`config.mk`:
```
export PLATFORM = sky130hd
export DESIGN_NAME = sprite_rom_arbiter
export DESIGN_NICKNAME = d
export VERILOG_FILES = /design/src/rtl/sprite_arb_pkg.sv /design/src/rtl/sprite_arb_tag_pipe.sv /design/src/rtl/sprite_rom_arbiter.sv
export SDC_FILE = /design/constraint.sdc
export NUM_CORES = 1
export LEC_CHECK = 0
export CAP_MARGIN = 0
export CORE_MARGIN = 4
export CORE_UTILIZATION = 45
export CTS_BUF_LIST = sky130_fd_sc_hd__clkbuf_8
export DETAILED_ROUTE_END_ITERATION = 8
export PLACE_DENSITY = 0.78
export SETUP_SLACK_MARGIN = 0.2
export SLEW_MARGIN = 5
export SYNTH_ARGS = -nofsm -noshare
export SYNTH_HDL_FRONTEND = slang
export SYNTH_SLANG_ARGS = --single-unit
```
`constraint.sdc`:
```
create_clock -name vga_clk -period 9.8 [get_ports vga_clk]
set_input_delay 1.96 -clock vga_clk [delete_from_list [all_inputs] [get_ports vga_clk]]
set_output_delay 1.96 -clock vga_clk [all_outputs]
set_load 0.005 [all_outputs]
```
`src/rtl/sprite_arb_pkg.sv`:
```
// Shared types and helpers for the sprite ROM arbiter: FSM state type,
// round-robin pick function and the default tag id width.
package sprite_arb_pkg;

  typedef enum logic {ARB = 1'b0, LOCK = 1'b1} arb_state_t;

  localparam int MAX_REQ      = 8;
  localparam int NUM_REQ_DFLT = 4;
  localparam int ID_W         = $clog2(NUM_REQ_DFLT);

  // One-hot of the first set bit of req, searching circularly from ptr over
  // the first n positions; wrap is an explicit compare so any n in 2..8 works.
  function automatic logic [MAX_REQ-1:0] rr_pick(input logic [MAX_REQ-1:0] req,
                                                 input logic [2:0]         ptr,
                                                 input int                 n);
    logic [MAX_REQ-1:0] pick;
    logic               found;
    int                 idx;
    pick  = '0;
    found = 1'b0;
    for (int k = 0; k < MAX_REQ; k++) begin
      if (k < n) begin
        idx = {29'd0, ptr} + k;
        if (idx >= n) idx = idx - n;
        if (!found && req[idx[2:0]]) begin
          pick[idx[2:0]] = 1'b1;
          found          = 1'b1;
        end
      end
    end
    return pick;
  endfunction

endpackage

```
`src/rtl/sprite_arb_tag_pipe.sv`:
```
// Valid/id shift register that tracks which requester owns each ROM read
// while it is in flight; synchronous clear drops every outstanding tag.
module sprite_arb_tag_pipe
  import sprite_arb_pkg::*;
#(
  parameter int DEPTH    = 1,
  parameter int TAG_ID_W = ID_W
) (
  input  logic                clk,
  input  logic                clr,
  input  logic                in_valid,
  input  logic [TAG_ID_W-1:0] in_id,
  output logic                out_valid,
  output logic [TAG_ID_W-1:0] out_id
);

  logic [DEPTH-1:0]    r_valid;
  logic [TAG_ID_W-1:0] r_id [DEPTH];

  always_ff @(posedge clk) begin
    if (clr) begin
      r_valid <= '0;
      for (int s = 0; s < DEPTH; s++) r_id[s] <= '0;
    end else begin
      r_valid[0] <= in_valid;
      r_id[0]    <= in_id;
      for (int s = 1; s < DEPTH; s++) begin
        r_valid[s] <= r_valid[s-1];
        r_id[s]    <= r_id[s-1];
      end
    end
  end

  assign out_valid = r_valid[DEPTH-1];
  assign out_id    = r_id[DEPTH-1];

endmodule

```
`src/rtl/sprite_rom_arbiter.sv`:
```
// Round-robin arbiter with per-requester burst lock sharing one sprite ROM;
// tags each read and routes the returned palette index to its requester.
module sprite_rom_arbiter
  import sprite_arb_pkg::*;
#(
  parameter int NUM_REQ     = 4,
  parameter int ADDR_W      = 8,
  parameter int DATA_W      = 2,
  parameter int ROM_LATENCY = 1,
  parameter int MAX_BURST   = 14
) (
  input  logic                        vga_clk,
  input  logic                        reset,
  input  logic [NUM_REQ-1:0]          req,
  input  logic [NUM_REQ-1:0]          req_lock,
  input  logic [NUM_REQ*ADDR_W-1:0]   req_addr,
  output logic [NUM_REQ-1:0]          gnt,
  output logic [ADDR_W-1:0]           rom_address,
  input  logic [DATA_W-1:0]           rom_q,
  output logic [NUM_REQ-1:0]          rsp_valid,
  output logic [DATA_W-1:0]           rsp_data,
  output logic [$clog2(NUM_REQ)-1:0]  rsp_id,
  output arb_state_t                  dbg_state
);

  localparam int PW    = $clog2(NUM_REQ);
  localparam int CNT_W = $clog2(MAX_BURST + 1);

  // Handshake: req[i] (with its address) is held until gnt[i]=1 in the same
  // cycle; that cycle the read is issued and the requester may move on.

  arb_state_t         r_state, w_state_nxt;
  logic [PW-1:0]      r_rr_ptr, w_ptr_nxt;
  logic [PW-1:0]      r_owner, w_owner_nxt;
  logic [CNT_W-1:0]   r_burst, w_burst_nxt;
  logic [MAX_REQ-1:0] w_req_full, w_pick_full;
  logic [PW-1:0]      w_pick_id, w_issue_id, w_tag_id;
  logic               w_issue, w_tag_valid;

  function automatic logic [PW-1:0] inc_wrap(input logic [PW-1:0] i);
    return (int'(i) == NUM_REQ - 1) ? '0 : i + 1'b1;
  endfunction

  always_comb begin
    w_req_full               = '0;
    w_req_full[NUM_REQ-1:0]  = req;
    w_pick_full              = rr_pick(w_req_full, 3'(r_rr_ptr), NUM_REQ);
    w_pick_id                = '0;
    for (int k = 0; k < MAX_REQ; k++)
      if (w_pick_full[k]) w_pick_id = PW'(k);
    gnt         = '0;
    w_issue     = 1'b0;
    w_issue_id  = w_pick_id;
    w_state_nxt = r_state;
    w_ptr_nxt   = r_rr_ptr;
    w_owner_nxt = r_owner;
    w_burst_nxt = r_burst;
    if (!reset) begin
      case (r_state)
        ARB: begin
          if (|req) begin
            w_issue        = 1'b1;
            gnt[w_pick_id] = 1'b1;
            w_ptr_nxt      = inc_wrap(w_pick_id);
            if (req_lock[w_pick_id]) begin
              w_state_nxt = LOCK;
              w_owner_nxt = w_pick_id;
              w_burst_nxt = CNT_W'(1);
            end
          end
        end
        LOCK: begin
          w_issue_id = r_owner;
          if (req[r_owner]) begin
            w_issue      = 1'b1;
            gnt[r_owner] = 1'b1;
            w_burst_nxt  = r_burst + 1'b1;
            // Exit grant still issues; owner loses priority on the way out.
            if (!req_lock[r_owner] || w_burst_nxt == CNT_W'(MAX_BURST)) begin
              w_state_nxt = ARB;
              w_ptr_nxt   = inc_wrap(r_owner);
            end
          end else begin
            w_state_nxt = ARB;
            w_ptr_nxt   = inc_wrap(r_owner);
          end
        end
        default: w_state_nxt = ARB;
      endcase
    end
  end

  always_ff @(posedge vga_clk) begin
    if (reset) begin
      r_state     <= ARB;
      r_rr_ptr    <= '0;
      r_owner     <= '0;
      r_burst     <= '0;
      rom_address <= '0;
    end else begin
      r_state  <= w_state_nxt;
      r_rr_ptr <= w_ptr_nxt;
      r_owner  <= w_owner_nxt;
      r_burst  <= w_burst_nxt;
      if (w_issue) rom_address <= req_addr[w_issue_id*ADDR_W +: ADDR_W];
    end
  end

  sprite_arb_tag_pipe #(
    .DEPTH    (ROM_LATENCY),
    .TAG_ID_W (PW)
  ) u_tag_pipe (
    .clk       (vga_clk),
    .clr       (reset),
    .in_valid  (w_issue),
    .in_id     (w_issue_id),
    .out_valid (w_tag_valid),
    .out_id    (w_tag_id)
  );

  // Tag leaves the pipe in the cycle rom_q belongs to it; capture both together.
  always_ff @(posedge vga_clk) begin
    if (reset) begin
      rsp_valid <= '0;
      rsp_data  <= '0;
      rsp_id    <= '0;
    end else begin
      rsp_valid <= '0;
      if (w_tag_valid) begin
        rsp_valid[w_tag_id] <= 1'b1;
        rsp_data            <= rom_q;
        rsp_id              <= w_tag_id;
      end
    end
  end

  assign dbg_state = r_state;

endmodule

```
**After elaboration in Yosys (flattened, before gate mapping)**

Memory sizes are Yosys's and may differ from the RTL's.
Index checks and enable logic that the tools add are counted.

- Bitwise operators: 5
- Shift-type cells: 1
- Order comparisons: 18
- Muxes and demuxes: 76
- Eq/ne operators: 7
- Reduce and logical (&&, ||, !) cells: 21
- Add/subtract/negate cells: 10

Operators with widths:

| kind | count |
|---|---|
| 8-bit 2-to-1 mux | 4 |
| 32-bit by 6-bit variable part select with 8-bit output | 1 |
| 1-bit 2-to-1 mux | 29 |
| 2-bit 2-to-1 mux | 14 |
| 4-bit 2-to-1 mux | 6 |
| 8-bit bitwise OR | 3 |
| 3-bit by 4-bit less-than comparator with 1-bit output (second input constant) | 4 |
| 4-bit one-hot mux with 2 select lines | 2 |
| 1-bit binary-select mux with 3-bit select | 4 |
| 1-bit demux with 3-bit select | 4 |
| 3-bit by 1-bit greater-or-equal comparator with 1-bit output (second input constant) | 4 |
| 3-bit 2-to-1 mux | 4 |
| 1-bit logical AND | 10 |
| 3-bit greater-or-equal comparator (second input constant) | 3 |
| 2-bit by 3-bit less-than comparator with 1-bit output (second input constant) | 3 |
| 3-bit subtractor (second input constant) | 3 |
| 2-bit by 2-bit adder with 3-bit output (second input constant) | 2 |
| 1-bit binary-select mux with 2-bit select | 3 |
| 1-bit demux with 2-bit select | 3 |
| 2-bit by 1-bit greater-or-equal comparator with 1-bit output (second input constant) | 3 |
| 3-bit AND reduction | 2 |
| 2-bit by 1-bit adder with 2-bit output (second input constant) | 2 |
| 4-bit by 1-bit adder with 4-bit output (second input constant) | 1 |
| 2-bit by 1-bit equality test with 1-bit output (second input constant) | 2 |
| other kinds (15) | 22 |

- Input port bits: 44
- Flip-flop bits (word level): 26
- Memories kept: 1
- Output and inout port bits: 21
- Word-level logic and storage cells: 148
- Memory bits (writable): 2

Memories:

| name | depth | bits a word | read ports | clocked after memory_dff | wr ports | RTL line | text |
|---|---|---|---|---|---|---|---|
| u_tag_pipe.r_id | 1 | 2 | 1 | 0 | 1 | sprite_arb_tag_pipe.sv:18 | `logic [TAG_ID_W-1:0] r_id [DEPTH];` |

**Depth between registers and ports, before layout**

Gate-level depths: netlist of run 1.

- Depth after elaboration: 28
- Mapped depth: 12
- Depth with buffers taken out: 11

**Cells and area by module**

From an unflattened synthesis of run 1, not the netlist that was laid out.

- Cells, all modules: 235
- Area, all modules: 2318.5 um^2

Modules (own cells, without submodules):

| module | cells each | times used | sequential area each (um^2) | area an instance (um^2) |
|---|---|---|---|---|
| sprite_rom_arbiter | 229 | 1 | 500.5 | 2239.6 |
| sprite_arb_tag_pipe | 6 | 1 | 60.1 | 78.8 |

**Worst setup path after synthesis of run 1**

OpenSTA, ideal clock, no wires.

- Path type: in2out
- Start: input port req[0]
- End: output port gnt[0]
- Cell stages on the path: 10
- Setup slack: 3873 ps
- Data required time: 7840 ps
- Data arrival time: 3967 ps
- Path buffers: 0
- Cell sequence: mux2_4 > mux2i_1 > nor2_1 > a221oi_1 > o211ai_1 > nand2_1 > inv_1 > ha_1 > a22oi_1 > nor2_1

- Word-level cells in the longest chain between the ends: 26
- Elaborated cells between the ends (all ways): 43
- Those cells by class: 2 x order compare; 30 x mux; 3 x bitwise; 8 x reduce/logical

RTL lines:

| item | RTL line | text |
|---|---|---|
| start, declared | sprite_rom_arbiter.sv:14 | `input logic [NUM_REQ-1:0] req,` |
| 1-bit binary-select mux with 3-bit select | sprite_arb_pkg.sv:25 | `if (!found && req[idx[2:0]]) begin` |
| 1-bit 2-to-1 mux (implied by the code) | sprite_arb_pkg.sv:25 |  |
| 1-bit 2-to-1 mux | sprite_arb_pkg.sv:25 |  |
| 1-bit logical NOT | sprite_arb_pkg.sv:25 |  |
| 1-bit logical AND | sprite_arb_pkg.sv:25 |  |
| 1-bit 2-to-1 mux | sprite_arb_pkg.sv:25 |  |
| 1-bit logical NOT | sprite_arb_pkg.sv:25 |  |
| 1-bit logical AND | sprite_arb_pkg.sv:25 |  |
| [11 not listed] | n/a |  |
| via w_pick_id[0] | sprite_rom_arbiter.sv:37 | `logic [PW-1:0] w_pick_id, w_issue_id, w_tag_id;` |
| 2-bit by 3-bit less-than comparator with 1-bit output (implied by the code) or 2-bit by 1-bit greater-or-equal comparator with 1-bit output (tied branches) | sprite_rom_arbiter.sv:63 | `gnt[w_pick_id] = 1'b1;` |
| 1-bit logical AND (implied by the code) | sprite_rom_arbiter.sv:63 |  |
| 1-bit 2-to-1 mux (implied by the code) | sprite_rom_arbiter.sv:63 |  |
| 1-bit demux with 2-bit select * | sprite_rom_arbiter.sv:63 |  |
| 4-bit 2-to-1 mux * | sprite_rom_arbiter.sv:61 | `if (\|req) begin` |
| 4-bit one-hot mux with 2 select lines * | sprite_rom_arbiter.sv:59 | `case (r_state)` |
| 4-bit 2-to-1 mux * | sprite_rom_arbiter.sv:58 | `if (!reset) begin` |
| end, declared | sprite_rom_arbiter.sv:17 | `output logic [NUM_REQ-1:0] gnt,` |

Mark *: on every way through the listed nets, which the timed path passes. The rest lies on a longest branch. The select of a mux whose other input is x is not followed.

**Final worst setup path of run 1**

Ends and elaborated chain as after synthesis.

==> metrics.txt, run 1 <==
Arr. time, crit path=5.42 ns; VDD IR max=0.144 mV; Slowest-stage cell, CP=a221oi_1; Power Density=283 nW/um^2; initial antenna violation count=0; headroom to the max-slew limit=0.491; first-pass GRT wire length=8380 um; status=finished, final reports clean; largest net degree at the start of global routing=22; Core Rows=24; Switching Share=0.427; period utilization=0.753; Yosys Warn Count=0; Post-CTS Setup Bufs=0; CP endpoint kind=output port; core area=4320 um^2; initial core utilization=0.464; hold_ws=0.478 ns; Logic pwr share=0.647; CP peak stage delay=0.51 ns; most common library cell in the layout ignoring fill and taps=clkdlybuf4s50_1; Congestion Overflow GR=0; Tmin final=7.38 ns; share of power burned in registers=0.234; critical path peak fanout=6; Post-Route Setup TNS=0 ns; FFs w/ async S/R, synth=0; total track usage=0.193; CTS tree=done; number of global-route vias before repair=1,788; nets@finish=347; LEAKAGE=1.13 nW; Yosys top cell by area=dfxtp_1; EDFF count, synth=0; RePlAce Congestion=0.913; Syn Inst Count=223; TritonCTS buffer count=3; Diodes inserted=0; Detailed Place HPWL=4090 um; vias=1,869; routed length per placed instance=15.5 um; Critical Path RT=7.84 ns; area growth from synthesis to layout=36.7%; Worst path top cell family by delay=buffers and inverters; endpoints failing setup=0; worst path cell trace=clkdlybuf4s50_1 -> mux2_4 -> mux2i_1 -> nor2_1 -> a221oi_1 -> o211ai_1 -> nand2_1 -> inv_1 -> ha_1 -> a22oi_1 -> nor2_1 -> clkdlybuf4s50_1; CTS Buffer Depth=2; Starting DRT DRC Count=138; Worst-Skew Late Latency=0.28 ns; final cell count without fillers=336; count of max-cap constraint violations=0; RSZ-0062 raised after global routing=false; first-pass detailed-route iteration total=4; top cell type's share of synthesized area=0.279; worst hold path type=reg2reg; Syn Area/Cell=9.00 um^2; die area=5590 um^2; Final Slew Violations=0; Synth Flop Type=dfxtp_1; NetSw=331 uW; Placed Cells=332; critical setup path kind=in2out; cell internal pwr=445 uW; drt drc=0; clock sinks=28; Routed WL=5200 um; Worst-Margin Slew=0.761 ns; share of cells above drive strength 1=0.0528; Port-buffer cells=64; Mapped Area=2010 um^2; post-synthesis register bit count=28; R2R Setup Slk=5.94 ns; Routed Antenna Nets=0; CTS clk-pin slew, worst paths=0.10 ns; Buf/Inv on CP=3; H-Tree Depth=1; post-cts resize count=0; Top Ports=65; post-synthesis sequential area ratio=0.279; Worst Clk Skew=0.00415 ns; Via density=5.56; highest clock rate=136 MHz; Synth area leaders=dfxtp_1 (28%), ha_1 (11%), mux2i_1 (11%); count of different cell masters after synthesis=49; DIE HEIGHT=74.8 um; Clk pwr share=0.119; Die W=74.8 um; root buffer cell=clkbuf_8; commonest cells after routing, fill and taps aside=clkdlybuf4s50_1 (64), dfxtp_1 (28), nor2_1 (24); syn_nets=285; hold_buf cts=0; Hold Vio Cnt, Final=0; CP startpoint kind=input pin
-- flip-flops by register name (all words and copies together) (netlist names) --
register              flops
rom_address               8
rsp_valid                 4
r_rr_ptr                  2
dbg_state                 1
rsp_data                  2
r_owner                   2
r_burst                   4
rsp_id                    2
u_tag_pipe.r_id           2
u_tag_pipe.out_valid      1
-- synthesized netlist by cell type, drive strengths merged (2+ instances only) --
| cell | number |
|---|---|
| nand2 | 22 |
| buf | 2 |
| nor3 | 5 |
| ha | 18 |
| o21ai | 3 |
| nor2 | 24 |
| o211ai | 2 |
| mux4 | 3 |
| mux2i | 22 |
| nand2b | 3 |
| and2 | 4 |
| a2111oi | 2 |
| a22oi | 4 |
| o211a | 3 |
| a21oi | 6 |
| o21a | 2 |
| nor2b | 3 |
| a41o | 2 |
| a211oi | 5 |
| nand3 | 7 |
| o221ai | 8 |
| inv | 15 |
| dfxtp | 28 |
| a221oi | 2 |
| mux2 | 3 |
| nand4 | 3 |
| clkbuf | 5 |
-- path summary, 6_finish.rpt --
| kind | start | to | cells past startpoint |
|---|---|---|---|
| worst max-delay path | req[0] | gnt[0] | 12 |
| worst min-delay path | rom_address[0]$_SDFFE_PP0P_ | rom_address[0]$_SDFFE_PP0P_ | 2 |
| worst max register to register | r_rr_ptr[0]$_SDFFE_PP0P_ | rom_address[3]$_SDFFE_PP0P_ | 9 |
| worst min register to register | rom_address[0]$_SDFFE_PP0P_ | rom_address[0]$_SDFFE_PP0P_ | 2 |
-- metal layers --
metal  vias to the layer above  part of all wire  global-route usage
li1                        940                 -                   -
met1                       848              0.46               0.266
met2                        70              0.44               0.294
met3                        11             0.077              0.0441
met4                         0             0.021              0.0751
met5                         -                 0                   0
-- power by group through the flow --
stage	Combinational, mW	Sequential (mW)	Clock [mW]
global route	0.555	0.186	0.0991
global placement	0.492	0.183	0
floorplan	0.369	0.169	0
detailed placement	0.497	0.183	0
finish	0.502	0.181	0.0927
CTS	0.501	0.181	0.0943
-- cell families after synthesis --
family	synth area share
AND/OR/NAND/NOR	0.183
XOR/XNOR	0.00436
flip-flops	0.279
adder cells (fa/ha/maj)	0.112
buffers and inverters	0.0505
multiplexers	0.162
AO/OA/AOI/OAI	0.208
-- tightest hold or removal path: cells and delay by family, from the launching register on --
family | cells | cell delay, ns
AOI/OAI and AO/OA | 1 | 0.06
DFF | 1 | 0.34
and+or+nand+nor | 1 | 0.05
-- through the flow --
step	power, mW	worst slack, ns	utilization	area (um^2)
floorplan	0.538	3.87	-	2010
global placement	0.674	2.59	0.618	2670
detailed placement	0.680	2.51	0.618	2670
CTS	0.776	2.46	0.634	2740
global route	0.840	2.10	0.634	2740
finish	0.776	2.42	0.634	2740
-- area by class of cell --
class,instances,area [um^2]
Clock buffer,3,41.3
Clock inverter,1,30.0
Fill cell,391,1580
Inverter,16,60.1
Multi-Input combinational cell,172,1350
Sequential cell,28,561
Tap cell,52,65.1
Timing Repair Buffer,64,641
Note: power is estimated with default switching activity, not from simulation.
==> run 2: changes to the inputs <==
- clock period: 9.8 -> 7.7 ns (I/O delays scaled with it)
==> metrics.txt, run 2 (synthesized netlist as in run 1, its figures left out) <==
Routed WL=5200 um (about the same); CP startpoint kind=input pin; Port-buffer cells=64 (unchanged); Slowest-stage cell, CP=a221oi_1; Via density=5.65 (+1.5%); endpoints failing setup=0 (unchanged); CP peak stage delay=0.53 ns (+0.02 ns); Worst path top cell family by delay=buffers and inverters; highest clock rate=151 MHz; Worst Clk Skew=0.00789 ns (+0.00375 ns); post-cts resize count=0 (unchanged); vias=1,897 (+1.5%); number of global-route vias before repair=1,868 (+4.5%); Buf/Inv on CP=3 (unchanged); CTS tree=done; commonest cells after routing, fill and taps aside=clkdlybuf4s50_1 (64), dfxtp_1 (28), nor2_1 (24); Reg area=561 um^2 (unchanged); Switching Share=0.426 (-0.000539); share of cells above drive strength 1=0.0528 (unchanged); cell internal pwr=566 uW (+27%); core area=4320 um^2 (unchanged); Congestion Overflow GR=0 (unchanged); Worst-Margin Slew=0.760 ns (-0.000769 ns); hold_sp=rom_address[3]$_SDFFE_PP0P_; hold depth=2 (unchanged); die area=5590 um^2 (unchanged); final cell count without fillers=336 (unchanged); headroom to the max-slew limit=0.480 (-0.0110); Tmin final=6.60 ns; Die W=74.8 um (unchanged); hold_ws=0.471 ns (-0.00686 ns); area growth from synthesis to layout=36.7% (unchanged); Starting DRT DRC Count=131 (-5.1%); R2R Setup Slk=3.81 ns (-2.13 ns); DIE HEIGHT=74.8 um (unchanged); CTS Buffer Depth=2 (unchanged); Top Ports=65 (unchanged); VDD IR max=0.188 mV (+30%); Filler Cell Count=375 (-4.1%); Power Density=360 nW/um^2 (+27%); largest net degree at the start of global routing=22 (unchanged); Min-Delay Endpoint=rom_address[3]$_SDFFE_PP0P_; area of the multi-input gates=1350 um^2 (unchanged); worst r2r src=r_rr_ptr[0]$_SDFFE_PP0P_; routed length per placed instance=15.5 um (about the same); count of max-cap constraint violations=0 (unchanged); LEAKAGE=1.13 nW (unchanged); H-Tree Depth=1 (unchanged); Diodes inserted=0 (unchanged); nets@finish=347 (unchanged); Reg2Reg Depth=9 (unchanged); share of power burned in registers=0.233 (about the same); first-pass detailed-route iteration total=4 (unchanged); Core Rows=24 (unchanged); first-pass GRT wire length=8580 um (+2.3%); FF-to-FF End=rom_address[3]$_SDFFE_PP0P_; TritonCTS buffer count=3 (unchanged); Hold Vio Cnt, Final=0 (unchanged); Clk pwr share=0.118 (about the same); number of flip-flops in the largest register=8 (unchanged); hold_buf cts=0 (unchanged); largest reg by FF count=rom_address; CP endpoint kind=output port; Post-Route Setup TNS=0 ns (unchanged); period utilization=0.857; critical setup path kind=in2out; root buffer cell=clkbuf_8; status=finished, final reports clean; total track usage=0.194 (+0.000554); most common library cell in the layout ignoring fill and taps=clkdlybuf4s50_1; Final Slew Violations=0 (unchanged); Critical Path RT=6.16 ns (-1.68 ns); drt drc=0 (unchanged); initial antenna violation count=0 (unchanged); NetSw=421 uW (+27%); Placed Cells=332 (unchanged); worst path cell trace=clkdlybuf4s50_1 -> mux2_4 -> mux2i_1 -> nor2_1 -> a221oi_1 -> o211ai_1 -> nand2_1 -> inv_1 -> ha_1 -> a22oi_1 -> nor2_1 -> clkdlybuf4s50_1; Arr. time, crit path=5.06 ns (-0.36 ns); critical path peak fanout=6 (unchanged); Post-CTS Setup Bufs=0 (unchanged); Top Registers=rom_address x8, r_burst x4, rsp_valid x4; Logic pwr share=0.649 (+0.002); RePlAce Congestion=0.909 (-0.46%); worst hold path type=reg2reg; clock sinks=28 (unchanged); CTS clk-pin slew, worst paths=0.09 ns (about the same); RSZ-0062 raised after global routing=false; initial core utilization=0.464 (unchanged); Detailed Place HPWL=4080 um (-0.12%); Worst-Skew Late Latency=0.27 ns (about the same); Routed Antenna Nets=0 (unchanged)
[run 2: cell counts in the layout (fill, tap and decap cells not counted)]
No cell type changed its count.
[run 2: routing by layer]
layer  GRT usage  vias to the layer above  wire [um]
li1            -                      938          -
met1       0.256                      852       2230
met2       0.307                       89       2360
met3      0.0441                       18        468
met4      0.0751                        0        146
met5           0                        -          0
[run 2: per-stage QoR]
step / utilization / power, mW / cell area [um^2] / worst slack [ns]
5_1_grt: 0.634 / 1.07 / 2740 / 0.812
3_3_place_gp: 0.618 / 0.858 / 2670 / 1.33
2_1_floorplan: - / 0.685 / 2010 / 2.61
6_report: 0.634 / 0.987 / 2740 / 1.10
4_1_cts: 0.634 / 0.989 / 2740 / 1.14
3_5_place_dp: 0.618 / 0.868 / 2670 / 1.23
[run 2: worst reg2reg max path: cells and delay by family, from the launching register on]
family / cells / cell delay [ns]
AOI/OAI and AO/OA: 3 / 1.47
buffers and inverters: 1 / 0.20
and+or+nand+nor: 3 / 0.75
adders and majority gates: 1 / 0.37
DFF: 1 / 0.68
muxes: 1 / 0.30
[run 2: worst max path at each step]
stage                     startpoint  endpoint  depth (start not counted)
after global placement        req[2]    gnt[2]                         12
final                         req[0]    gnt[0]                         12
after global routing          req[0]    gnt[0]                         12
after detailed placement      req[0]    gnt[0]                         12
after floorplan               req[0]    gnt[0]                         10
after CTS                     req[0]    gnt[0]                         12
[run 2: power groups by stage]
stage | combinational, mW | clock, mW | sequential (mW)
2_1_floorplan | 0.470 | 0 | 0.215
3_3_place_gp | 0.626 | 0 | 0.232
3_5_place_dp | 0.635 | 0 | 0.233
4_1_cts | 0.641 | 0.118 | 0.230
5_1_grt | 0.710 | 0.123 | 0.237
6_report | 0.641 | 0.116 | 0.230
[run 2: area by class of cell]
class / instances / area share
multi-input combinational: 172 / 0.490
timing repair buffer: 64 / 0.234
sequential: 28 / 0.204
tap: 52 / 0.0237
inverter: 16 / 0.0219
clock buffer: 3 / 0.0151
clock inverter: 1 / 0.0109
